`config.mk`:
```
export PLATFORM = sky130hd
export DESIGN_NAME = regfile_write_arbiter
export DESIGN_NICKNAME = d
export VERILOG_FILES = /design/src/rtl/regfile_arb_pkg.sv /design/src/rtl/regarb_fifo.sv /design/src/rtl/regfile_write_arbiter.sv
export SDC_FILE = /design/constraint.sdc
export NUM_CORES = 1
export LEC_CHECK = 0
export CORE_UTILIZATION = 51
export CTS_CLUSTER_SIZE = 25
export DETAILED_ROUTE_END_ITERATION = 12
export PLACE_DENSITY = 0.76
export SLEW_MARGIN = 20
export SYNTH_ARGS = -nofsm -noshare
export SYNTH_HDL_FRONTEND = slang
export SYNTH_SLANG_ARGS = --single-unit
```
`constraint.sdc`:
```
create_clock -name clk -period 4.3 [get_ports clk]
set_input_delay 0.43 -clock clk [delete_from_list [all_inputs] [get_ports clk]]
set_output_delay 0.43 -clock clk [all_outputs]
set_load 0.03 [all_outputs]
```
`src/rtl/regfile_arb_pkg.sv`:
```
// Shared types and constants for the register-file write arbiter.
package regfile_arb_pkg;

  localparam int unsigned REG_COUNT  = 32;
  localparam int unsigned REQ_ADDR_W = 5;
  localparam int unsigned REQ_DATA_W = 64;

  typedef enum logic [0:0] {
    ARB_NORMAL = 1'b0,
    ARB_FORCE  = 1'b1
  } arb_state_e;

  typedef struct packed {
    logic                  valid;
    logic [REQ_ADDR_W-1:0] rd;
    logic [REQ_DATA_W-1:0] data;
  } wr_req_t;

endpackage

```
`src/rtl/regarb_fifo.sv`:
```
// Synchronous FIFO with registered occupancy count; full/empty derive from the count only.
module regarb_fifo
  import regfile_arb_pkg::*;
#(
  parameter int unsigned WIDTH = 8,
  parameter int unsigned DEPTH = 4
) (
  input  logic             clk,
  input  logic             reset,
  input  logic             push,
  input  logic [WIDTH-1:0] push_data,
  input  logic             pop,
  output logic [WIDTH-1:0] pop_data,
  output logic             full,
  output logic             empty
);

  localparam int unsigned PTR_W = $clog2(DEPTH);
  localparam int unsigned CNT_W = PTR_W + 1;

  logic [WIDTH-1:0] mem [DEPTH];
  logic [PTR_W-1:0] wr_ptr;
  logic [PTR_W-1:0] rd_ptr;
  logic [CNT_W-1:0] count;
  logic             do_push;
  logic             do_pop;

  assign full     = (count == CNT_W'(DEPTH));
  assign empty    = (count == '0);
  assign do_push  = push && !full;
  assign do_pop   = pop && !empty;
  assign pop_data = mem[rd_ptr];

  // Pointers wrap naturally because DEPTH is a power of two.
  always_ff @(posedge clk or posedge reset) begin
    if (reset) begin
      wr_ptr <= '0;
      rd_ptr <= '0;
      count  <= '0;
    end else begin
      if (do_push) wr_ptr <= wr_ptr + PTR_W'(1);
      if (do_pop)  rd_ptr <= rd_ptr + PTR_W'(1);
      case ({do_push, do_pop})
        2'b10:   count <= count + CNT_W'(1);
        2'b01:   count <= count - CNT_W'(1);
        default: count <= count;
      endcase
    end
  end

  always_ff @(posedge clk) begin
    if (do_push) mem[wr_ptr] <= push_data;
  end

endmodule

```
`src/rtl/regfile_write_arbiter.sv`:
```
// Shares the register-file write port between WB and a buffered long-latency unit,
// with a pending scoreboard for LU destinations. Optional counters: REGARB_PERF_EN.
module regfile_write_arbiter
  import regfile_arb_pkg::*;
#(
  parameter int unsigned DATA_W     = REQ_DATA_W,
  parameter int unsigned ADDR_W     = REQ_ADDR_W,
  parameter int unsigned FIFO_DEPTH = 4,
  parameter int unsigned MAX_WAIT   = 3
) (
  input  logic              clk,
  input  logic              reset,
  input  logic              wb_valid,
  input  logic [ADDR_W-1:0] wb_rd,
  input  logic [DATA_W-1:0] wb_data,
  output logic              wb_ready,
  input  logic              lu_valid,
  input  logic [ADDR_W-1:0] lu_rd,
  input  logic [DATA_W-1:0] lu_data,
  output logic              lu_ready,
  input  logic              issue_valid,
  input  logic [ADDR_W-1:0] issue_rd,
  output logic              issue_ready,
  input  logic [ADDR_W-1:0] RS1,
  input  logic [ADDR_W-1:0] RS2,
  output logic              rs1_busy,
  output logic              rs2_busy,
  output logic              RegWrite,
  output logic [ADDR_W-1:0] RD,
  output logic [DATA_W-1:0] WriteData
`ifdef REGARB_PERF_EN
  ,
  output logic [31:0]       conflict_cnt,
  output logic [31:0]       force_cnt
`endif
);

  localparam int unsigned NREG   = 2 ** ADDR_W;
  localparam int unsigned WAIT_W = $clog2(MAX_WAIT + 1);
  localparam int unsigned FIFO_W = ADDR_W + DATA_W;

  arb_state_e        state_q, state_d;
  logic [WAIT_W-1:0] wait_q, wait_d;
  logic [NREG-1:0]   pending_q, pending_d;

  logic              fifo_full, fifo_empty, fifo_push;
  logic [FIFO_W-1:0] fifo_head;
  logic [ADDR_W-1:0] head_rd;
  logic [DATA_W-1:0] head_data;
  logic              wb_grant, head_grant, head_denied;
  wr_req_t           wb_req, head_req, grant_req;
  logic              sb_set, sb_clr;

  // LU result buffer; lu_ready reflects only the registered occupancy.
  regarb_fifo #(
    .WIDTH (FIFO_W),
    .DEPTH (FIFO_DEPTH)
  ) u_lu_fifo (
    .clk       (clk),
    .reset     (reset),
    .push      (fifo_push),
    .push_data ({lu_rd, lu_data}),
    .pop       (head_grant),
    .pop_data  (fifo_head),
    .full      (fifo_full),
    .empty     (fifo_empty)
  );

  assign lu_ready    = !fifo_full;
  assign fifo_push   = lu_valid && lu_ready;
  assign head_rd     = fifo_head[FIFO_W-1 -: ADDR_W];
  assign head_data   = fifo_head[DATA_W-1:0];
  assign head_denied = !fifo_empty && !head_grant;

  always_ff @(posedge clk or posedge reset) begin
    if (reset) begin
      state_q <= ARB_NORMAL;
      wait_q  <= '0;
    end else begin
      state_q <= state_d;
      wait_q  <= wait_d;
    end
  end

  // Next state and head-wait counter.
  always_comb begin
    state_d = state_q;
    wait_d  = wait_q;
    case (state_q)
      ARB_NORMAL: begin
        if (head_grant) begin
          wait_d = '0;
        end else if (head_denied) begin
          wait_d = wait_q + WAIT_W'(1);
          if (wait_q == WAIT_W'(MAX_WAIT - 1)) state_d = ARB_FORCE;
        end
      end
      ARB_FORCE: begin
        wait_d  = '0;
        state_d = ARB_NORMAL;
      end
      default: begin
        wait_d  = '0;
        state_d = ARB_NORMAL;
      end
    endcase
  end

  // Grant decode: WB has priority except in the single forced-drain cycle.
  always_comb begin
    wb_ready   = 1'b1;
    wb_grant   = 1'b0;
    head_grant = 1'b0;
    case (state_q)
      ARB_NORMAL: begin
        wb_grant   = wb_valid;
        head_grant = !wb_valid && !fifo_empty;
      end
      ARB_FORCE: begin
        wb_ready   = 1'b0;
        head_grant = !fifo_empty;
      end
      default: begin
        wb_ready = 1'b0;
      end
    endcase
  end

  always_comb begin
    wb_req.valid   = wb_grant;
    wb_req.rd      = REQ_ADDR_W'(wb_rd);
    wb_req.data    = REQ_DATA_W'(wb_data);
    head_req.valid = head_grant;
    head_req.rd    = REQ_ADDR_W'(head_rd);
    head_req.data  = REQ_DATA_W'(head_data);
    if (wb_grant)        grant_req = wb_req;
    else if (head_grant) grant_req = head_req;
    else                 grant_req = '0;
  end

  // Registered write port; x0 writes are consumed but never enabled.
  always_ff @(posedge clk or posedge reset) begin
    if (reset) begin
      RegWrite  <= 1'b0;
      RD        <= '0;
      WriteData <= '0;
    end else begin
      RegWrite <= grant_req.valid && (grant_req.rd != '0);
      if (grant_req.valid) begin
        RD        <= ADDR_W'(grant_req.rd);
        WriteData <= DATA_W'(grant_req.data);
      end
    end
  end

  assign issue_ready = !pending_q[issue_rd];
  assign sb_set      = issue_valid && issue_ready && (issue_rd != '0);
  assign sb_clr      = head_grant && (head_rd != '0);
  assign rs1_busy    = (RS1 != '0) && pending_q[RS1];
  assign rs2_busy    = (RS2 != '0) && pending_q[RS2];

  // Set is applied after clear so a same-cycle issue keeps the bit.
  always_comb begin
    pending_d = pending_q;
    if (sb_clr) pending_d[head_rd]  = 1'b0;
    if (sb_set) pending_d[issue_rd] = 1'b1;
  end

  always_ff @(posedge clk or posedge reset) begin
    if (reset) pending_q <= '0;
    else       pending_q <= pending_d;
  end

`ifdef REGARB_PERF_EN
  always_ff @(posedge clk or posedge reset) begin
    if (reset) begin
      conflict_cnt <= '0;
      force_cnt    <= '0;
    end else begin
      if (wb_valid && !fifo_empty && (conflict_cnt != '1))
        conflict_cnt <= conflict_cnt + 32'd1;
      if ((state_q == ARB_FORCE) && (force_cnt != '1))
        force_cnt <= force_cnt + 32'd1;
    end
  end
`endif

endmodule

```
==> metrics.log <==
[metrics] FFs w/ async S/R, synth: 28.9%
[metrics] Static Leakage: 6.97 nW
[metrics] CTS tree: built
[metrics] vias in the first global route: 10100
[metrics] IO buf count: between 200 and 250
[metrics] post-layout minimum cycle time: roughly 3.5 ns
[metrics] largest net degree at the start of global routing: 75
[metrics] Yosys Warn Count: 0
[metrics] Worst Path Max Fanout: 12
[metrics] share of cells above drive strength 1: between 10% and 20%
[metrics] net count after synthesis: 1165
[metrics] remaining max-slew budget at the tightest pin: 39.6%
[metrics] HPWL after DPL: 24200 um
[metrics] critical path data arrival time: around 3.1 ns
[metrics] period utilisation layout: 80.9%
[metrics] Avg Cell Area, Syn: roughly 16 um^2
[metrics] Die W: 178 um
[metrics] top cell type's share of synthesized area: 52.3%
[metrics] layout overhead on the synthesized area: 24.7%
[metrics] total die area: ~32000 um^2
[metrics] largest buffer count on any clock path: 3
[metrics] FP Rows: between 60 and 70
[metrics] reported max-cap violation count: 0
[metrics] height of the die: 178 um
[metrics] Worst setup SP type: input pin
[metrics] routed length per placed instance: 22.6 um
[metrics] First DRT Iteration DRCs: 799
[metrics] post-synthesis cell count: 1000
[metrics] gr usage total: 24.4%
[metrics] element type at the critical path end: output port
[metrics] number of buffers created by CTS: 40
[metrics] Routed Wire Length: 37500 um
[metrics] worst skew pair latency: 0.53 ns
[metrics] cell at the root of the clock tree: clkbuf_16
[metrics] initial antenna violation count: 8
[metrics] setup_tns: 0 ns
[metrics] share of the yosys chip area belonging to registers: between 60% and 70%
[metrics] clk_skew: 0.0160 ns
[metrics] global route overflow: 0
[metrics] cell area after synthesis: ~16000 um^2
[metrics] post-synthesis cell type count: 43
[metrics] critical path data required time: around 3.9 ns
[metrics] worst hold slack: 0.375 ns
[metrics] dominant cells by area after synthesis: edfxtp_1 (52%), dfrtp_1 (18%), mux4_2 (13%)
[metrics] peak clock frequency supported by timing: 288 MHz
[metrics] Pre-antenna DRT Iters: 5
[metrics] post-placement worst setup slack: roughly 0.81 ns
[metrics] H-tree depth: 2
[metrics] NumNets Final: 1395
[metrics] number of endpoints with negative hold slack in the final report: 0
[metrics] Setup Fix Bufs, Post-CTS: 0
[metrics] critical setup path kind: input pin to output port
[metrics] transition time of the tightest slew-check pin: around 0.91 ns
[metrics] Yosys top cell by area: edfxtp_1
[metrics] count of flip-flops with a built-in enable after synthesis: 276
[metrics] count of endpoints failing setup in the final report: 0
[metrics] antenna-violating nets left: 0
[metrics] DR vias: 9733
[metrics] clock sink total: 388
[metrics] weighted congestion reported at the end of routability-driven placement: approximately 0.95
[metrics] hold buffer count at cts: 0
[metrics] maximum vdd drop: roughly 0.00041 V
[metrics] total of cells resized after clock tree synthesis: 0
[metrics] result of the run: finished clean
[metrics] power density over cell area: slightly below 700 nW/um^2
[metrics] number of pins with negative max-slew slack in the final report: 0
[metrics] Via-to-Cell Ratio: 5.86
[metrics] Initial Util: 51.8%
[metrics] clock edge transition at the registers on the reported setup and hold paths: approximately 0.060 ns
[metrics] most used flip-flop cell after synthesis: edfxtp_1
[metrics] DRC violations left: 0
[metrics] wire length of the first global-routing pass: ~58000 um
[metrics] core area: 30600 um^2
[metrics] synthesis-stage register bit count: between 300 and 400
[metrics] unrepaired setup endpoints after global routing: no
[metrics] HP Class: input pin to asynchronous set/reset pin
[metrics] count of pins on the block boundary: about 230
[metrics] smallest setup slack after layout: around 0.8 ns
## cell type report
type	count	area, um^2
flip-flops and latches	388	11100
diodes	3	7.51
well taps	396	495
clock inverters	18	95.1
multi-input cells	538	4470
inverters	13	51.3
fillers	2174	10800
clock buffers	56	1100
repair buffers	249	2450
## critical path, cell delays in order
cell,delay [ns]
clkdlybuf4s50_1,0.86
mux4_2,0.59
a22oi_2,0.25
nand4_4,0.12
nor2_1,0.11
clkdlybuf4s50_1,0.67
## cells in the mapped netlist, types with 3 or more instances
library cell    n
a21oi_1         5
dfrtp_1       112
nand3b_1        7
o21ai_0        21
edfxtp_1      276
nor2_1         77
buf_2          12
nand2_1       146
or3b_2          7
o31ai_1        25
mux4_2         88
a31oi_1        69
buf_1           3
mux2i_1         4
nor3b_1         3
mux2_2          7
nand2b_1        8
inv_1          13
o21ai_1        21
ha_1            6
xnor2_1         3
clkbuf_1       42
or3_1           4
buf_6           4
nor2b_1         3
and3_1          5
xor2_1          3
nand3_1         4
## final timing paths
check	from	endpoint	slack, ns	depth (start not counted)
worst min register to register	pending_q[0]$_DFF_PP0_	pending_q[0]$_DFF_PP0_	0.38	0
worst min-delay path	reset	WriteData[61]$_DFFE_PP0P_	0.38	2
max in group asynchronous	reset	pending_q[23]$_DFF_PP0_	2.93	3
worst max-delay path	issue_rd[0]	issue_ready	0.82	6
min in group clk	pending_q[0]$_DFF_PP0_	pending_q[0]$_DFF_PP0_	0.38	0
worst max register to register	u_lu_fifo.rd_ptr[0]$_DFFE_PP0P_	WriteData[47]$_DFFE_PP0P_	1.66	4
## per-stage QoR
step	cell area, um^2	total power, W	utilization [%]	instances
after detailed placement	18600	0.0106	60.7	1584
after global routing	19800	0.0144	64.6	1659
after CTS	19800	0.0138	64.6	1658
after global placement	18600	0.0105	60.7	1584
after floorplan	15900	0.00878	-	1000
final	19800	0.0137	64.6	1661
## sequential cells by signal, summed over array words and instances, names as in the netlist
register / flops
u_lu_fifo.rd_ptr: 2
u_lu_fifo.mem: 276
WriteData: 64
wait_q: 2
state_q: 1
pending_q: 32
u_lu_fifo.count: 3
RD: 5
RegWrite: 1
u_lu_fifo.wr_ptr: 2
## routing by layer
metal  part of all wire (%)  vias up  global-route usage [%]
li1                       -     4330                       -
met1                     40     4943                    32.0
met2                     50      371                    40.0
met3                    7.9       81                    6.31
met4                    2.7        8                    7.84
met5                   0.17        -                       0
## where the power goes
group / internal, W / leakage, nW / switching, W
Sequential: 0.00511 / 3.84 / 0.000676
Clock: 0.00180 / 0.585 / 0.00138
Combinational: 0.00210 / 2.54 / 0.00268
## cells by family after synthesis
kind of cell	count (synthesis)	share of synthesized area, %
adder cells (fa/ha/maj)	7	0.600
multiplexers	100	13.4
flip-flops	388	70.0
buffers and inverters	74	2.04
AND/OR/NAND/NOR	274	7.63
AO/OA/AOI/OAI	151	6.01
XOR/XNOR	6	0.332
## layout by cell type, fill, tap and decap left out, drive strengths merged, types with 4 or more instances in the layout
cell type	Yosys	layout
edfxtp	276	276
clkdlybuf4s50	0	232
nand2	146	146
dfrtp	112	112
mux4	89	89
nor2	77	77
a31oi	69	69
clkbuf	42	56
o21ai	42	42
o31ai	25	25
buf	19	17
inv	13	15
clkinv	0	14
nand2b	8	8
nand3b	7	7
or3b	7	7
mux2	7	7
ha	6	6
a21oi	5	5
and3	5	5
nand3	4	4
mux2i	4	4
or3	4	4
Power figures use the tool's default switching activity.
